### src/rtl/gbc_dma_pkg.sv
// Shared types and default constants for the OAM block-copy DMA arbiter.
package gbc_dma_pkg;

  typedef enum logic [1:0] {
    StIdle,
    StRead,
    StWrite
  } dma_state_e;

  localparam int unsigned DefLen     = 160;
  localparam logic [15:0] DefDst     = 16'hFE00;
  localparam logic [15:0] DefRegAddr = 16'hFF46;

endpackage

### src/rtl/oam_dma_arbiter_if.sv
// CPU-side and memory-side bus of the DMA arbiter.
// master: the arbiter itself; slave: the CPU and memory it sits between.
interface oam_dma_arbiter_if;

  logic [15:0] cpu_addr;
  logic        cpu_we;
  logic        cpu_re;
  logic [7:0]  cpu_wdata;
  logic [7:0]  cpu_rdata;
  logic        cpu_wait;

  logic [15:0] mem_addr;
  logic        mem_we;
  logic        mem_re;
  logic [7:0]  mem_wdata;
  logic [7:0]  mem_rdata;

  modport master (
    input  cpu_addr, cpu_we, cpu_re, cpu_wdata, mem_rdata,
    output cpu_rdata, cpu_wait, mem_addr, mem_we, mem_re, mem_wdata
  );

  modport slave (
    output cpu_addr, cpu_we, cpu_re, cpu_wdata, mem_rdata,
    input  cpu_rdata, cpu_wait, mem_addr, mem_we, mem_re, mem_wdata
  );

endinterface

### src/rtl/oam_dma_seq.sv
// Block-copy sequencer: read source byte, write destination byte, LEN times.
// OAM_DMA_RESTART_EN: a trigger while busy restarts the copy from the new page.
module oam_dma_seq
  import gbc_dma_pkg::*;
#(
  parameter int unsigned LEN = DefLen,
  parameter logic [15:0] DST = DefDst
) (
  input  logic        clock,
  input  logic        reset,
  input  logic        trig,
  input  logic [7:0]  trig_page,
  input  logic [7:0]  mem_rdata,
  output logic        busy,
  output logic [7:0]  page,
  output logic [15:0] dma_addr,
  output logic        dma_we,
  output logic        dma_re,
  output logic [7:0]  dma_wdata
);

  localparam logic [8:0] LastIdx = 9'(LEN - 1);

  dma_state_e state_q, state_d;
  logic [7:0] page_q, page_d;
  logic [7:0] buf_q, buf_d;
  logic [8:0] cnt_q, cnt_d;
  logic       trig_ok;

`ifdef OAM_DMA_RESTART_EN
  assign trig_ok = trig;
`else
  assign trig_ok = trig && (state_q == StIdle);
`endif

  always_ff @(posedge clock) begin
    if (reset) begin
      state_q <= StIdle;
      page_q  <= '0;
      buf_q   <= '0;
      cnt_q   <= '0;
    end else begin
      state_q <= state_d;
      page_q  <= page_d;
      buf_q   <= buf_d;
      cnt_q   <= cnt_d;
    end
  end

  always_comb begin
    state_d   = state_q;
    page_d    = page_q;
    buf_d     = buf_q;
    cnt_d     = cnt_q;
    dma_addr  = '0;
    dma_we    = 1'b0;
    dma_re    = 1'b0;
    dma_wdata = '0;
    unique case (state_q)
      StIdle: ;
      StRead: begin
        dma_addr = {page_q, cnt_q[7:0]};
        dma_re   = 1'b1;
        buf_d    = mem_rdata;
        state_d  = StWrite;
      end
      StWrite: begin
        // 16-bit sum wraps past FFFF by construction
        dma_addr  = DST + {7'b0, cnt_q};
        dma_we    = 1'b1;
        dma_wdata = buf_q;
        if (cnt_q == LastIdx) begin
          state_d = StIdle;
        end else begin
          cnt_d   = cnt_q + 9'd1;
          state_d = StRead;
        end
      end
      default: state_d = StIdle;
    endcase
    if (trig_ok) begin
      page_d  = trig_page;
      cnt_d   = '0;
      state_d = StRead;
    end
  end

  assign busy = (state_q != StIdle);
  assign page = page_q;

endmodule

### src/rtl/oam_dma_arbiter.sv
// Shares a single-port byte memory between the CPU and the OAM block-copy DMA.
// Build option OAM_DMA_RESTART_EN (see oam_dma_seq) controls re-trigger while busy.
module oam_dma_arbiter
  import gbc_dma_pkg::*;
#(
  parameter int unsigned LEN      = DefLen,
  parameter logic [15:0] DST      = DefDst,
  parameter logic [15:0] REG_ADDR = DefRegAddr
) (
  input  logic                      clock,
  input  logic                      reset,
  oam_dma_arbiter_if.master         bus,
  output logic                      dma_busy
);

  logic        reg_hit;
  logic [7:0]  page;
  logic [15:0] dma_addr;
  logic        dma_we;
  logic        dma_re;
  logic [7:0]  dma_wdata;

  assign reg_hit = (bus.cpu_addr == REG_ADDR);

  oam_dma_seq #(
    .LEN (LEN),
    .DST (DST)
  ) u_seq (
    .clock     (clock),
    .reset     (reset),
    .trig      (reg_hit && bus.cpu_we),
    .trig_page (bus.cpu_wdata),
    .mem_rdata (bus.mem_rdata),
    .busy      (dma_busy),
    .page      (page),
    .dma_addr  (dma_addr),
    .dma_we    (dma_we),
    .dma_re    (dma_re),
    .dma_wdata (dma_wdata)
  );

  always_comb begin
    bus.mem_addr  = bus.cpu_addr;
    bus.mem_we    = 1'b0;
    bus.mem_re    = 1'b0;
    bus.mem_wdata = '0;
    bus.cpu_rdata = '0;
    bus.cpu_wait  = 1'b0;

    // Memory side: DMA owns the bus while busy; register accesses never reach memory.
    if (dma_busy) begin
      bus.mem_addr  = dma_addr;
      bus.mem_we    = dma_we;
      bus.mem_re    = dma_re;
      bus.mem_wdata = dma_wdata;
    end else if (!reg_hit) begin
      bus.mem_we    = bus.cpu_we;
      bus.mem_re    = bus.cpu_re;
      bus.mem_wdata = bus.cpu_we ? bus.cpu_wdata : 8'h00;
    end

    // CPU side: register is always serviced; memory accesses stall while busy.
    if (reg_hit) begin
      bus.cpu_rdata = bus.cpu_re ? page : 8'h00;
    end else if (dma_busy) begin
      bus.cpu_wait = bus.cpu_we || bus.cpu_re;
    end else begin
      bus.cpu_rdata = bus.cpu_re ? bus.mem_rdata : 8'h00;
    end
  end

endmodule

### src/flat_wrapper.sv
// flat-port wrapper written by rule: the top's interface ports become plain ports
module oam_dma_arbiter_flat import gbc_dma_pkg::*;
#(
  parameter int unsigned LEN      = DefLen,
  parameter logic [15:0] DST      = DefDst,
  parameter logic [15:0] REG_ADDR = DefRegAddr
)
  (clock, reset, dma_busy, bus_cpu_addr, bus_cpu_we, bus_cpu_re, bus_cpu_wdata, bus_mem_rdata, bus_cpu_rdata, bus_cpu_wait, bus_mem_addr, bus_mem_we, bus_mem_re, bus_mem_wdata);
  oam_dma_arbiter_if bus_i ();
  input  logic clock;
  input  logic reset;
  output logic dma_busy;
  input wire logic [$bits(bus_i.cpu_addr)-1:0] bus_cpu_addr;
  input wire logic [$bits(bus_i.cpu_we)-1:0] bus_cpu_we;
  input wire logic [$bits(bus_i.cpu_re)-1:0] bus_cpu_re;
  input wire logic [$bits(bus_i.cpu_wdata)-1:0] bus_cpu_wdata;
  input wire logic [$bits(bus_i.mem_rdata)-1:0] bus_mem_rdata;
  output wire logic [$bits(bus_i.cpu_rdata)-1:0] bus_cpu_rdata;
  output wire logic [$bits(bus_i.cpu_wait)-1:0] bus_cpu_wait;
  output wire logic [$bits(bus_i.mem_addr)-1:0] bus_mem_addr;
  output wire logic [$bits(bus_i.mem_we)-1:0] bus_mem_we;
  output wire logic [$bits(bus_i.mem_re)-1:0] bus_mem_re;
  output wire logic [$bits(bus_i.mem_wdata)-1:0] bus_mem_wdata;
  assign bus_i.cpu_addr = bus_cpu_addr;
  assign bus_i.cpu_we = bus_cpu_we;
  assign bus_i.cpu_re = bus_cpu_re;
  assign bus_i.cpu_wdata = bus_cpu_wdata;
  assign bus_i.mem_rdata = bus_mem_rdata;
  assign bus_cpu_rdata = bus_i.cpu_rdata;
  assign bus_cpu_wait = bus_i.cpu_wait;
  assign bus_mem_addr = bus_i.mem_addr;
  assign bus_mem_we = bus_i.mem_we;
  assign bus_mem_re = bus_i.mem_re;
  assign bus_mem_wdata = bus_i.mem_wdata;
  oam_dma_arbiter #(.LEN(LEN), .DST(DST), .REG_ADDR(REG_ADDR)) u_core (.clock(clock), .reset(reset), .bus(bus_i), .dma_busy(dma_busy));
endmodule
### config.mk
export PLATFORM = sky130hd
export DESIGN_NAME = oam_dma_arbiter_flat
export DESIGN_NICKNAME = d
export VERILOG_FILES = /design/src/rtl/gbc_dma_pkg.sv /design/src/rtl/oam_dma_arbiter_if.sv /design/src/rtl/oam_dma_seq.sv /design/src/rtl/oam_dma_arbiter.sv /design/src/flat_wrapper.sv
export SDC_FILE = /design/constraint.sdc
export NUM_CORES = 1
export LEC_CHECK = 0
export CAP_MARGIN = 20
export CORE_MARGIN = 3
export CORE_UTILIZATION = 38
export CTS_BUF_LIST = sky130_fd_sc_hd__clkbuf_8
export CTS_CLUSTER_SIZE = 30
export DETAILED_ROUTE_END_ITERATION = 10
export MAX_ROUTING_LAYER = met4
export PLACE_DENSITY = 0.75
export SYNTH_ARGS = -nofsm -noshare
export SYNTH_HDL_FRONTEND = slang
export SYNTH_SLANG_ARGS = --single-unit
### constraint.sdc
create_clock -name clock -period 1.7 [get_ports clock]
set_input_delay 0.34 -clock clock [delete_from_list [all_inputs] [get_ports clock]]
set_output_delay 0.34 -clock clock [all_outputs]
set_load 0.03 [all_outputs]
Word-level counts from Yosys, hierarchy flattened
Index checks and enable logic that the tools add are counted.
{"block": "word_totals", "input_bits": 36, "wordCells": 41, "output_inout_bits": 36, "reg_bits": 27}
{"block": "op_classes", "addsub": 2, "reduce_logical": 7, "mux": 21, "eq_ne": 5, "bitwise": 1}
{"op": "8-bit 2-to-1 mux", "count": 8}
{"op": "16-bit one-hot mux with 2 select lines", "count": 1}
{"op": "16-bit == test (second input constant)", "count": 1}
{"op": "16-bit 2-to-1 mux", "count": 1}
{"op": "10-bit by 10-bit adder with 11-bit output (first input constant)", "count": 1}
{"op": "1-bit 2-to-1 mux", "count": 10}
{"op": "9-bit by 1-bit adder with 9-bit output (second input constant)", "count": 1}
{"op": "9-bit by 8-bit == test with 1-bit output (second input constant)", "count": 1}
{"op": "2-bit one-hot mux with 3 select lines", "count": 1}
{"op": "2-bit by 1-bit == test with 1-bit output (second input constant)", "count": 1}
{"op": "2-bit == test (second input constant)", "count": 1}
{"op": "1-bit logical AND", "count": 2}
{"op": "2-bit logical NOT", "count": 1}
{"op": "2-bit != test (second input constant)", "count": 1}
{"op": "2-bit AND reduction", "count": 1}
{"op": "2-bit nonzero test", "count": 1}
{"op": "2-bit OR reduction", "count": 1}
{"op": "1-bit logical OR", "count": 1}
{"op": "1-bit NOT", "count": 1}

Depth between registers and ports, before layout
Gate-level depths: netlist (run 1).
{"block": "logic_depth", "word_depth": 4, "depth_mapped": 7, "ltp_nobuf": 6}

Hierarchy
A second synthesis (run 1) with hierarchy kept.
{"block": "hier_totals", "hier_cells": 237, "hier_area_um2": 1903.1}
{"module": "oam_dma_seq", "area_each_um2": 1358.8, "instances": 1, "cells_each": 166}
{"module": "oam_dma_arbiter", "area_each_um2": 544.3, "instances": 1, "cells_each": 71}

Least setup slack after synthesis (run 1)
OpenSTA, ideal clock, no wires.
{"block": "synth_path", "path_type": "input port to output port", "startpoint": "in bus_cpu_addr[4]", "endpoint": "out bus_cpu_rdata[0]", "path_slack_ns": -0.414, "arrival_time_ns": 1.774, "cell_stages": 5, "required_ns": 1.360, "n_path_buf": 1, "path_cell_list": "and4bb_1 -> and4_4 -> buf_4 -> nand2_1 -> a21boi_0"}
{"block": "synth_between", "elab_chain_cells": 2}
{"item": "from (decl)", "line": "flat_wrapper.sv:13", "text": "input wire logic [$bits(bus_i.cpu_addr)-1:0] bus_cpu_addr;"}
{"item": "16-bit == test", "line": "oam_dma_arbiter.sv:23", "text": "assign reg_hit = (bus.cpu_addr == REG_ADDR);"}
{"item": "8-bit 2-to-1 mux", "line": "oam_dma_arbiter.sv:63", "text": "if (reg_hit) begin"}
{"item": "to (decl)", "line": "flat_wrapper.sv:18", "text": "output wire logic [$bits(bus_i.cpu_rdata)-1:0] bus_cpu_rdata;"}
Every way passes these cells.

Worst setup path in the final report (run 1)
{"block": "layout_path", "startpoint": "reg u_core.u_seq.state_q[1]", "endpoint": "out bus_mem_addr[0]"}
{"block": "layout_between", "elab_chain_cells": 3, "word_cells_on_any_way": 5, "cone_classes": "eq/ne (2); mux (2); reduce/logical (1)"}
{"item": "from (decl)", "line": "oam_dma_seq.sv:24", "text": "dma_state_e state_q, state_d;"}
{"item": "from (signal assigned)", "line": "oam_dma_seq.sv:38", "text": "state_q <= StIdle;"}
{"item": "from (signal assigned)", "line": "oam_dma_seq.sv:43", "text": "state_q <= state_d;"}
{"item": "2-bit == test or 2-bit by 1-bit == test with 1-bit output (tied branches)", "line": "oam_dma_seq.sv:59", "text": "unique case (state_q)"}
{"item": "16-bit one-hot mux with 2 select lines", "line": "oam_dma_seq.sv:59"}
{"item": "16-bit 2-to-1 mux *", "line": "oam_dma_arbiter.sv:51", "text": "if (dma_busy) begin"}
{"item": "to (decl)", "line": "flat_wrapper.sv:20", "text": "output wire logic [$bits(bus_i.mem_addr)-1:0] bus_mem_addr;"}
Every way passes the cells marked *; elsewhere a longest branch is shown, timed or not.

==> flow_summary.yaml, run 1 <==
outcome:
  status: "complete, but fails checks"
  violations: "negative setup slack"
floorplanning:
  die_h_um: 74.8
  initial_utilization_pct: 40.2
  io_pins: 72
  fp.coreArea_um2: 4470
  rows: 24
  fp.dieW_um: 74.8
  dieArea_um2: 5590
layout:
  diodes: 0
  nets: 375
  instances_no_fill: 385
  area_growth_pct: 101
  fin_util_pct: 81.0
  layout-drive-gt1-share_pct: 54.4
logic_synthesis:
  yosys.area_share.xor_xnor_pct: 3.90
  synth_cell_types: 35
  ys_seq_area_share_pct: 30.1
  synth_compound_area_share_pct: 16.1
  yosys.area_share.simple_pct: 31.0
  synthesis.nets: 270
  async_flop_share_pct: 0
  synth_top_family_by_area: "simple AND/OR/NAND/NOR gates"
  synthesis.area_um2: 1800
  yosys_warnings: 0
  synth.area.mux_share_pct: 10.0
  syn_avg_cell_area_um2: 7.85
  synth_cells: 229
  synth_ff_type: "dfxtp_1"
  ys_seq_elements: 27
  synthAdderAreaFrac_pct: 3.48
  synth_edf_count: 0
route:
  via_count: 2321
  drc: 0
  drt_pass1_iterations: 6
  finalWirelength_um: 8610
  via_per_inst: 6.03
  wire_per_inst_um: 22.4
  drt_iter0_drc: 237
  drtAntennaViolNets: 0
power_and_ir_drop:
  irDropWorstVdd_mv: 0.570
  p_per_area_nw_per_um2: 817
  p_leak_nw: 1.56
critical_path:
  slowest_stage: "dfxtp_2"
  worst_ep_arrival_time_ps: 1700
  critPathCaptureType: "output pin"
  crit_top_cell: "buf_6"
  slowest_delay_ps: 380
  cp-start-kind: "register"
  crit_fanout: 5
  crit_family: "flip-flops"
  worstPathCellList: "inv_4, ha_4, nand2b_4, nor2_4, buf_6, a22o_1, buf_6"
  cp_num_buf_inv: 3
  critPathKind: "register to output pin"
  crit_required_ps: 1360
clocking:
  clk_path_buf_depth: 2
  cts_tree: "yes"
  cts_buffers: 3
  cts_hold_buf: 0
  clk_latency_ps: 290
  cts_root_buf: "clkbuf_8"
  clkSinkCount: 27
  htreeDepth: 1
  clkTransAtPathRegs_ps: 100
global_route:
  top_usage_layer: "met2"
  grt.met2_usage_pct: 44.7
  grt_pass1_vias: 2111
  grt_antenna_before_repair: 0
  grt_pass1_wl_um: 11400
  grt_overflow: 0
  grt.total_usage_pct: 28.1
  grt_util_met1_pct: 35.7
  gr-usage-met3_pct: 3.60
  grt_max_degree: 23
sta:
  slew_headroom_pct: 71.3
  setup_ws_ps: -338
  finalCriticalPeriod_ps: 2040
  tightestPinTransition_ps: 429
  fin_crit_sh_pct: 120
  setup_violations: 37
  whs_ps: 553
  hold_violations: 0
  fin_skew_ps: 5.86
  drv_slew: 0
  fmax_mhz: 491
  grt_setup_unrepaired: "true"
job:
  drv_cap: 0
placement:
  detailed_place_hpwl_um: 4380
  place_ws_ps: -552
  routabilityCongestion: 0.855
  io_buffers: 71
  placedCellCount: 361
min_path:
  hold_class: "register to register"
-- cell type report --
| class | count | area [um^2] |
|---|---|---|
| Fill cell | 269 | 852 |
| Tap cell | 52 | 65.1 |
| Clock inverter | 1 | 5.00 |
| Timing Repair Buffer | 114 | 1210 |
| Sequential cell | 27 | 543 |
| Inverter | 4 | 27.5 |
| Clock buffer | 3 | 41.3 |
| Multi-Input combinational cell | 184 | 1730 |
-- worst reg2reg max path, cell delays in order (launching register included) --
cell	delay, ps
dfxtp_1	390
ha_1	270
and4_1	290
a21oi_1	180
buf_4	160
nor2_1	50
a311oi_1	260
-- stage by stage --
step	power, mW	setup TNS (ps)	area, um^2
2_1_floorplan	1.45	-1480	1960
3_3_place_gp	1.85	-16060	2750
3_5_place_dp	1.87	-17660	2750
4_1_cts	2.77	-7100	3470
5_1_grt	3.04	-9820	3620
6_report	2.96	-8620	3620
-- worst paths after layout --
path | slack (ps) | endpoint | cells after the start | start
max reg2reg | 0 | u_core.u_seq.state_q[0] | 6 | u_core.u_seq.cnt_q[0]
min reg2reg | 550 | u_core.u_seq.buf_q[0] | 2 | u_core.u_seq.buf_q[0]
min | 550 | u_core.u_seq.buf_q[0] | 2 | u_core.u_seq.buf_q[0]
max | -340 | bus_mem_addr[0] | 7 | u_core.u_seq.state_q[1]
-- per-layer routing --
layer	vias to the layer above	routed length [um]
li1	1013	-
met1	1116	3230
met2	150	4280
met3	42	749
met4	0	352
met5	-	0
-- power by group --
| part | total (mW) | switching, mW | internal, mW |
|---|---|---|---|
| logic | 1.86 | 0.953 | 0.904 |
| clock network | 0.399 | 0.233 | 0.166 |
| registers | 0.702 | 0.0335 | 0.668 |
-- state kept, by name, summed over array words and instances, names as in the netlist --
register	flops
u_core.u_seq.buf_q	8
u_core.u_seq.page	8
u_core.u_seq.state_q	2
u_core.u_seq.cnt_q	9
-- placed cells by master (no fill, tap or decap), types with 2 or more instances in the layout --
cell / netlist / layout
buf_6: 0 / 50
dfxtp_1: 27 / 25
buf_4: 1 / 24
nor2_1: 24 / 22
nand2_1: 44 / 19
mux2i_1: 18 / 18
clkdlybuf4s50_1: 0 / 18
nand2b_1: 17 / 16
nand2_4: 0 / 14
nand2_2: 0 / 10
buf_12: 1 / 9
o21ai_2: 0 / 8
nand3_4: 0 / 8
xnor2_1: 8 / 8
a21boi_4: 0 / 7
buf_2: 5 / 6
a22o_1: 8 / 5
o22ai_2: 0 / 4
o22ai_4: 0 / 4
a22o_2: 0 / 3
and4_4: 1 / 3
nand3_1: 11 / 3
nand4_1: 3 / 3
a21oi_1: 3 / 3
ha_4: 0 / 3
clkbuf_8: 0 / 3
inv_4: 0 / 2
nor2_4: 0 / 2
a211oi_1: 2 / 2
ha_1: 5 / 2
clkdlybuf4s15_1: 0 / 2
clkbuf_2: 0 / 2
dfxtp_2: 0 / 2
-- cells in the mapped netlist (2+ instances only) --
library cell,n,area share [%]
inv_1,4,0.83
nand2_1,44,9.2
xnor2_1,8,3.9
ha_1,5,3.5
and4_1,2,0.97
nand4_1,3,1.0
nand2b_1,17,5.9
nor2_1,24,5.0
a22o_1,8,3.9
and4bb_1,2,1.4
a211oi_1,2,0.83
o22ai_1,8,2.8
nand3_1,11,3.1
dfxtp_1,27,30
clkbuf_1,7,1.5
mux2i_1,18,10
buf_2,5,1.4
a21boi_0,8,3.3
o21ai_0,8,2.2
a21oi_1,3,0.83
-- logic make-up after synthesis --
family                   after synthesis
AO/OA/AOI/OAI                         42
multiplexers                          18
buffers and inverters                 19
XOR/XNOR                               8
flip-flops                            27
adder cells (fa/ha/maj)                5
AND/OR/NAND/NOR                      110
-- timing repair --
item / in CTS / in global routing
gates resized for setup: 209 / 39
buffers inserted: 12 / 5
hold endpoints to repair: 0 / 0
pin swaps: 29 / 26
cloned: 5 / 0
endpoints found under the setup margin: 51 / 42
(Power assumes the default switching activity.)
==> run 2: changes to the inputs <==
- RECOVER_POWER: not set -> 50
==> results of run 2 <==
Final layout, timing and power as in run 1 (identical DEF).
==> run 3: changes to the inputs <==
- ABC_AREA: not set -> 1
- PLACE_DENSITY: 0.75 -> 0.73
==> run 3 against run 2 <==
  * The run still ends with negative setup slack left
  * Count of clock-buffer cells in the layout is the same
  * Clock power is essentially flat
  * Power shrank 4.4%
  * Register-to-register slack gained 20 ps
  * Hold slack lost 44 ps
  * Largest cell class unchanged
==> flow_summary.yaml, run 3 <==
sta:
  fin_skew_ps: 3.35
  fin_crit_sh_pct: 124
  grt_setup_unrepaired: "true"
  setup_violations: 35
  finalCriticalPeriod_ps: 2110
  fmax_mhz: 474
  setup_ws_ps: -410
  slew_headroom_pct: 79.0
  hold_violations: 0
  tightestPinTransition_ps: 312
  drv_slew: 0
logic_synthesis:
  yosys-top-cells-area: "dfxtp_1 (28%), nand2_1 (17%), inv_1 (8.3%)"
  yosysTopAreaCellShare_pct: 27.9
  ys_seq_area_share_pct: 27.9
  yosys_warnings: 0
  synth_cell_types: 27
  synth_edf_count: 0
  synth_ff_type: "dfxtp_1"
  synthesis.nets: 353
  synth_largest_area_cell: "dfxtp_1"
  async_flop_share_pct: 0
  ys_seq_elements: 27
  synthTopCellsByCount: "nand2_1 (86), inv_1 (43), nor2_1 (35), dfxtp_1 (27), o21ai_0 (27)"
  synth_cells: 312
  syn_avg_cell_area_um2: 6.20
  post-synth-top-count-cell: "nand2_1"
  synthesis.area_um2: 1930
route:
  drtAntennaViolNets: 0
  drt_pass1_iterations: 5
  finalWirelength_um: 9190
  via_per_inst: 5.58
  drt_iter0_drc: 201
  drc: 0
  wire_per_inst_um: 18.2
  via_count: 2812
global_route:
  grt_max_degree: 16
  grt_pass1_wl_um: 12600
  grt.total_usage_pct: 26.8
  grt.met2_usage_pct: 45.3
  gr-usage-met3_pct: 3.94
  grt_antenna_before_repair: 0
  grt_util_met1_pct: 32.0
  top_usage_layer: "met2"
  grt_pass1_vias: 2584
  grt_overflow: 0
critical_path:
  r2r_setup_slack_ps: 20
  cp-start-kind: "register"
  cp_num_buf_inv: 3
  worst_r2r_path_depth: 10
  r2r-start: "u_core.u_seq.state_q[0]"
  worstPathCellList: "inv_6, ha_4, nand2_4, a21oi_4, inv_4, o21ai_4, buf_6"
  slowest_delay_ps: 390
  crit_required_ps: 1360
  critPathCaptureType: "output pin"
  slowest_stage: "dfxtp_4"
  crit_fanout: 6
  critPathKind: "register to output pin"
  worst_ep_arrival_time_ps: 1770
  crit_family: "compound AO/OA/AOI/OAI gates"
  r2r-end: "u_core.u_seq.page[6]"
min_path:
  worstHoldStart: "u_core.u_seq.cnt_q[6]"
  hold_class: "register to register"
  hold_depth: 2
  min_to: "u_core.u_seq.cnt_q[6]"
floorplanning:
  initial_utilization_pct: 40.2
  io_pins: 72
  die_h_um: 77.3
  fp.dieW_um: 77.3
  rows: 25
  fp.coreArea_um2: 4820
  dieArea_um2: 5980
layout:
  layout-drive-gt1-share_pct: 47.1
  top_register: "u_core.u_seq.cnt_q"
  largest_register_ffs: 9
  fin_util_pct: 80.1
  area_growth_pct: 99.5
  nets: 479
  diodes: 0
  nFillCells: 304
  final_common_cell: "nand2_1"
  final_cell_mix: "nand2_1 (63), buf_6 (40), buf_4 (40), inv_1 (32), nor2_1 (31)"
  instances_no_fill: 504
placement:
  detailed_place_hpwl_um: 5030
  place_ws_ps: -497
  placedCellCount: 468
  io_buffers: 71
  routabilityCongestion: 0.887
outcome:
  status: "complete, but fails checks"
  violations: "negative setup slack"
clocking:
  cts_root_buf: "clkbuf_8"
  clk_path_buf_depth: 2
  cts_buffers: 3
  htreeDepth: 1
  clkSinkCount: 27
  clk_latency_ps: 290
  clkTransAtPathRegs_ps: 100
  cts_tree: "yes"
  cts_hold_buf: 0
power_and_ir_drop:
  irDropWorstVdd_mv: 0.444
  p_leak_nw: 1.68
  power_mw: 2.83
  p_per_area_nw_per_um2: 733
job:
  drv_cap: 0
run 3: changes by cell type in the layout (fill, tap and decap cells not counted), sizes merged, moves of 10 or more:
cell and change:
nand2b -17, nor2 +18, dlygate4sd2 +11, o21ai +19
nand2 +48, inv +41, nand3 +10, a21oi +11
mux2i -18
run 3: worst max-delay path by stage:
stage | cells past startpoint | end | start | slack (ps)
final | 7 | bus_mem_addr[6] | u_core.u_seq.state_q[0] | -410
after global routing | 7 | bus_mem_addr[6] | u_core.u_seq.state_q[0] | -440
after CTS | 7 | bus_mem_addr[2] | u_core.u_seq.state_q[0] | -320
after detailed placement | 8 | bus_cpu_rdata[7] | bus_cpu_addr[12] | -500
after global placement | 8 | bus_cpu_rdata[0] | bus_cpu_addr[12] | -450
after floorplan | 7 | bus_cpu_rdata[0] | bus_cpu_addr[3] | -160
run 3: cells by family after synthesis:
kind of cell	after synthesis	share of synthesized area (%)
flip-flops	27	27.9
buffers and inverters	55	10.9
XOR/XNOR	2	0.906
AO/OA/AOI/OAI	57	17.4
AND/OR/NAND/NOR	166	39.7
adder cells (fa/ha/maj)	5	3.23
run 3: timing repair:
action / 4_1_cts / 5_1_grt
endpoints found under the setup margin: 36 / 50
gates cloned: 3 / 3
setup buffers: 23 / 9
resized for setup: 124 / 49
pin swaps: 31 / 19
run 3: stage by stage:
stage          instance area (um^2)  TNS (ps)  hold slack (ps)
3_3_place_gp                   3010     -8920              460
4_1_cts                        3620     -8340              501
6_report                       3860    -10740              509
2_1_floorplan                  2120     -1370              452
3_5_place_dp                   3010     -9570              468
5_1_grt                        3860    -12210              532
run 3: layout make-up:
cell class | instances | area [um^2] | share of cell area [%]
Sequential cell | 27 | 546 | 14.1
Inverter | 46 | 200 | 5.19
Timing Repair Buffer | 127 | 1260 | 32.6
Tap cell | 67 | 83.8 | 2.17
Clock inverter | 1 | 5.00 | 0.130
Multi-Input combinational cell | 233 | 1730 | 44.7
Clock buffer | 3 | 41.3 | 1.07
run 3: worst reg2reg max path, delay by kind of cell (launching register included):
kind	cells	cell delay, ps
buffers and inverters	6	620
DFF	1	380
adders and majority gates	1	220
and+or+nand+nor	3	400
run 3: metal layers:
metal / part of all wire (%) / routed length, um
met5: 0 / 0
met4: 4.2 / 382
met3: 7.7 / 704
met2: 51 / 4640
met1: 38 / 3460
run 3: power breakdown:
group	internal [mW]	total, mW	switching (mW)
Combinational	0.801	1.70	0.903
Sequential	0.687	0.727	0.0407
Clock	0.165	0.397	0.232
==> variant: new RTL, config.mk and constraints of run 3 <==
Add a define of `OAM_DMA_RESTART_EN`.
--- a/src/rtl/oam_dma_seq.sv
+++ b/src/rtl/oam_dma_seq.sv
@@ -1,5 +1,7 @@
 // Block-copy sequencer: read source byte, write destination byte, LEN times.
 // OAM_DMA_RESTART_EN: a trigger while busy restarts the copy from the new page.
+`define OAM_DMA_RESTART_EN
+
 module oam_dma_seq
   import gbc_dma_pkg::*;
 #(
Behaviour: not the same (a bounded check fails within 4 cycles, from zero or initial values and one cycle with reset high).
==> variant against run 3 <==
  * The run still ends with negative setup slack left
  * Area after synthesis fell by 2.3%
  * Clock skew rose by 2.5 ps
  * Worst setup slack improved by 40 ps
  * Non-clock buffer count rose by 25
  * Sequential cell count did not move
  * Routed wire length fell by 0.38%
  * Register-to-register slack improved by 70 ps
  * Design area rose by 3.8%
  * Sequential share of layout area fell by 0.57 points
  * Critical path type unchanged
  * Highest routed layer unchanged
Power is not compared: it rests on default switching activity, and its combinational part moved more than twofold at a synthesized area within 25%.
==> variant: results (changes against run 3) <==
ROUTE.VIAS.TOTAL=2802  # was 2,812
POSTSYNTHNETCOUNT=365  # was 353
AREA_USED_BY_MULTI_INPUT_COMBINATIONAL_LOGIC_UM2=1670  # was 1730 µm²
YS_SEQ_AREA_FRAC=0.286  # was 0.279
WORST_SETUP_SLACK_BEFORE_CLOCK_TREE_SYNTHESIS_PS=-823  # was -497 ps
FIN_WORST_SKEW_PS=5.88  # was 3.35 ps
FIRST_PASS_ITERS=4  # was 5
NONCLKBUFAREAFRAC=0.366  # was 0.326
POST-ROUTE-WORST-SETUP-SLACK_PS=-370  # was -410 ps
FIN_HOLD_WS_PS=502  # was 509 ps
AREA_SHARE_CLOCK_BUF_INV=0.0113  # was 0.0120
FF2FF_SETUP_SLACK_PS=90  # was 20 ps
YS_TOP_CELLS_BY_COUNT='sky130_fd_sc_hd__nand2_1, sky130_fd_sc_hd__inv_1, sky130_fd_sc_hd__o21ai_0'  # was sky130_fd_sc_hd__nand2_1, sky130_fd_sc_hd__inv_1, sky130_fd_sc_hd__nor2_1
SETUP_VIOL=35  # unchanged
NNETSFINAL=513  # was 479
FINAL_LAYOUT_SIZE_SUFFIX_GT1_FRAC=0.494  # was 0.471
PORT_BUFFERS=71  # unchanged
GRT_UTIL_ALL_LAYERS=0.290  # was 0.268
PLACED_CELL_AREA_UM2=3070  # was 3010 µm²
SEQ_SHARE=0.136  # was 0.141
POSTSYNTHCELLCOUNT=323  # was 312
VIOLATIONS='negative setup slack'  # unchanged
CRIT_FANOUT=5  # was 6
WORSTREG2REGEND='u_core.u_seq.cnt_q[5]'  # was u_core.u_seq.page[6]
DETAILED_PLACE_HPWL_MM=5.01  # was 5.03 mm
WORST_PIN_SLEW_PS=316  # was 312 ps
ANTENNA_CELLS_INSERTED=0  # unchanged
WIRE_LENGTH_OF_THE_FIRST_GLOBAL_ROUTING_PASS_MM=13.2  # was 12.6 mm
STATUS='complete, but fails checks'  # unchanged
GPL.FINAL_WEIGHTED_CONGESTION=0.869  # was 0.887
SYNTH_CELL_TYPES=23  # was 27
R2R-START='u_core.u_seq.cnt_q[1]'  # was u_core.u_seq.state_q[0]
LAYOUT.CORE_UTILIZATION=0.842  # was 0.801
SIGNAL_BUFFERS=152  # was 127
FILLERS=269  # was 304
DPL.CELL_COUNT=501  # was 468
LAYOUT.NON_CLOCK_INVERTERS=51  # was 46
==> variant: changes by cell type after synthesis, moves of 2 or more <==
cell / change
sky130_fd_sc_hd__a21oi_1: +9
sky130_fd_sc_hd__a21oi_4: -2
sky130_fd_sc_hd__inv_1: +6
sky130_fd_sc_hd__nand2_1: +3
sky130_fd_sc_hd__nand2_4: -2
sky130_fd_sc_hd__nand3_1: +9
sky130_fd_sc_hd__nand4_1: -12
sky130_fd_sc_hd__nor2_2: -3
sky130_fd_sc_hd__nor3_1: +2
sky130_fd_sc_hd__o21ai_0: +10
sky130_fd_sc_hd__o22ai_1: -6
==> variant: layer usage <==
layer	global-route usage	vias up	routed length (µm)
li1	-	1327	-
met1	0.306	1291	3470
met2	0.549	144	4720
met3	0.0319	40	557
met4	0.111	0	416
met5	-	-	0
==> variant: what timing repair did <==
action,4_1_cts,5_1_grt
endpoints found under the hold margin,0,0
cloned,3,1
buffers inserted,23,5
endpoints found under the setup margin,36,47
gates resized for setup,185,52
pin swaps,25,10
==> variant: kinds of logic (layout without fill, tap and decap cells) <==
logic type	after synthesis	count (layout)	synth area share
and+or+nand+nor	161	161	0.356
AOI/OAI and AO/OA	66	66	0.182
buffers and inverters	60	207	0.123
DFF	27	27	0.286
adders and majority gates	6	6	0.0397
xor gates and xnor gates	3	3	0.0139
==> variant: worst max-delay path, stage by stage, from the launching register on <==
cell                      delay (ps)
sky130_fd_sc_hd__dfxtp_2         350
sky130_fd_sc_hd__inv_2            90
sky130_fd_sc_hd__buf_6           110
sky130_fd_sc_hd__ha_4            130
sky130_fd_sc_hd__inv_2            40
sky130_fd_sc_hd__buf_6           110
sky130_fd_sc_hd__a21oi_4         180
sky130_fd_sc_hd__buf_6           160
sky130_fd_sc_hd__o21ai_2          70
sky130_fd_sc_hd__nand2_2          70
sky130_fd_sc_hd__buf_6           130
==> variant: worst max path at each step <==
| stage | cells after the start | from | to |
|---|---|---|---|
| 2_1_floorplan | 7 | bus_cpu_addr[8] | bus_cpu_rdata[0] |
| 3_3_place_gp | 9 | bus_cpu_addr[6] | bus_mem_we |
| 3_5_place_dp | 9 | bus_cpu_addr[6] | bus_mem_re |
| 4_1_cts | 10 | u_core.u_seq.state_q[1] | bus_mem_addr[13] |
| 5_1_grt | 10 | u_core.u_seq.state_q[1] | bus_mem_addr[12] |
| 6_report | 10 | u_core.u_seq.state_q[1] | bus_mem_addr[10] |
==> variant: where the power goes <==
part / internal, mW / leakage, nW / switching (mW) / total [mW]
Sequential: 0.632 / 0.218 / 0.00000627 / 0.632
Clock: 0.164 / 0.0269 / 0.229 / 0.393
Combinational: 0.253 / 1.55 / 0.266 / 0.518
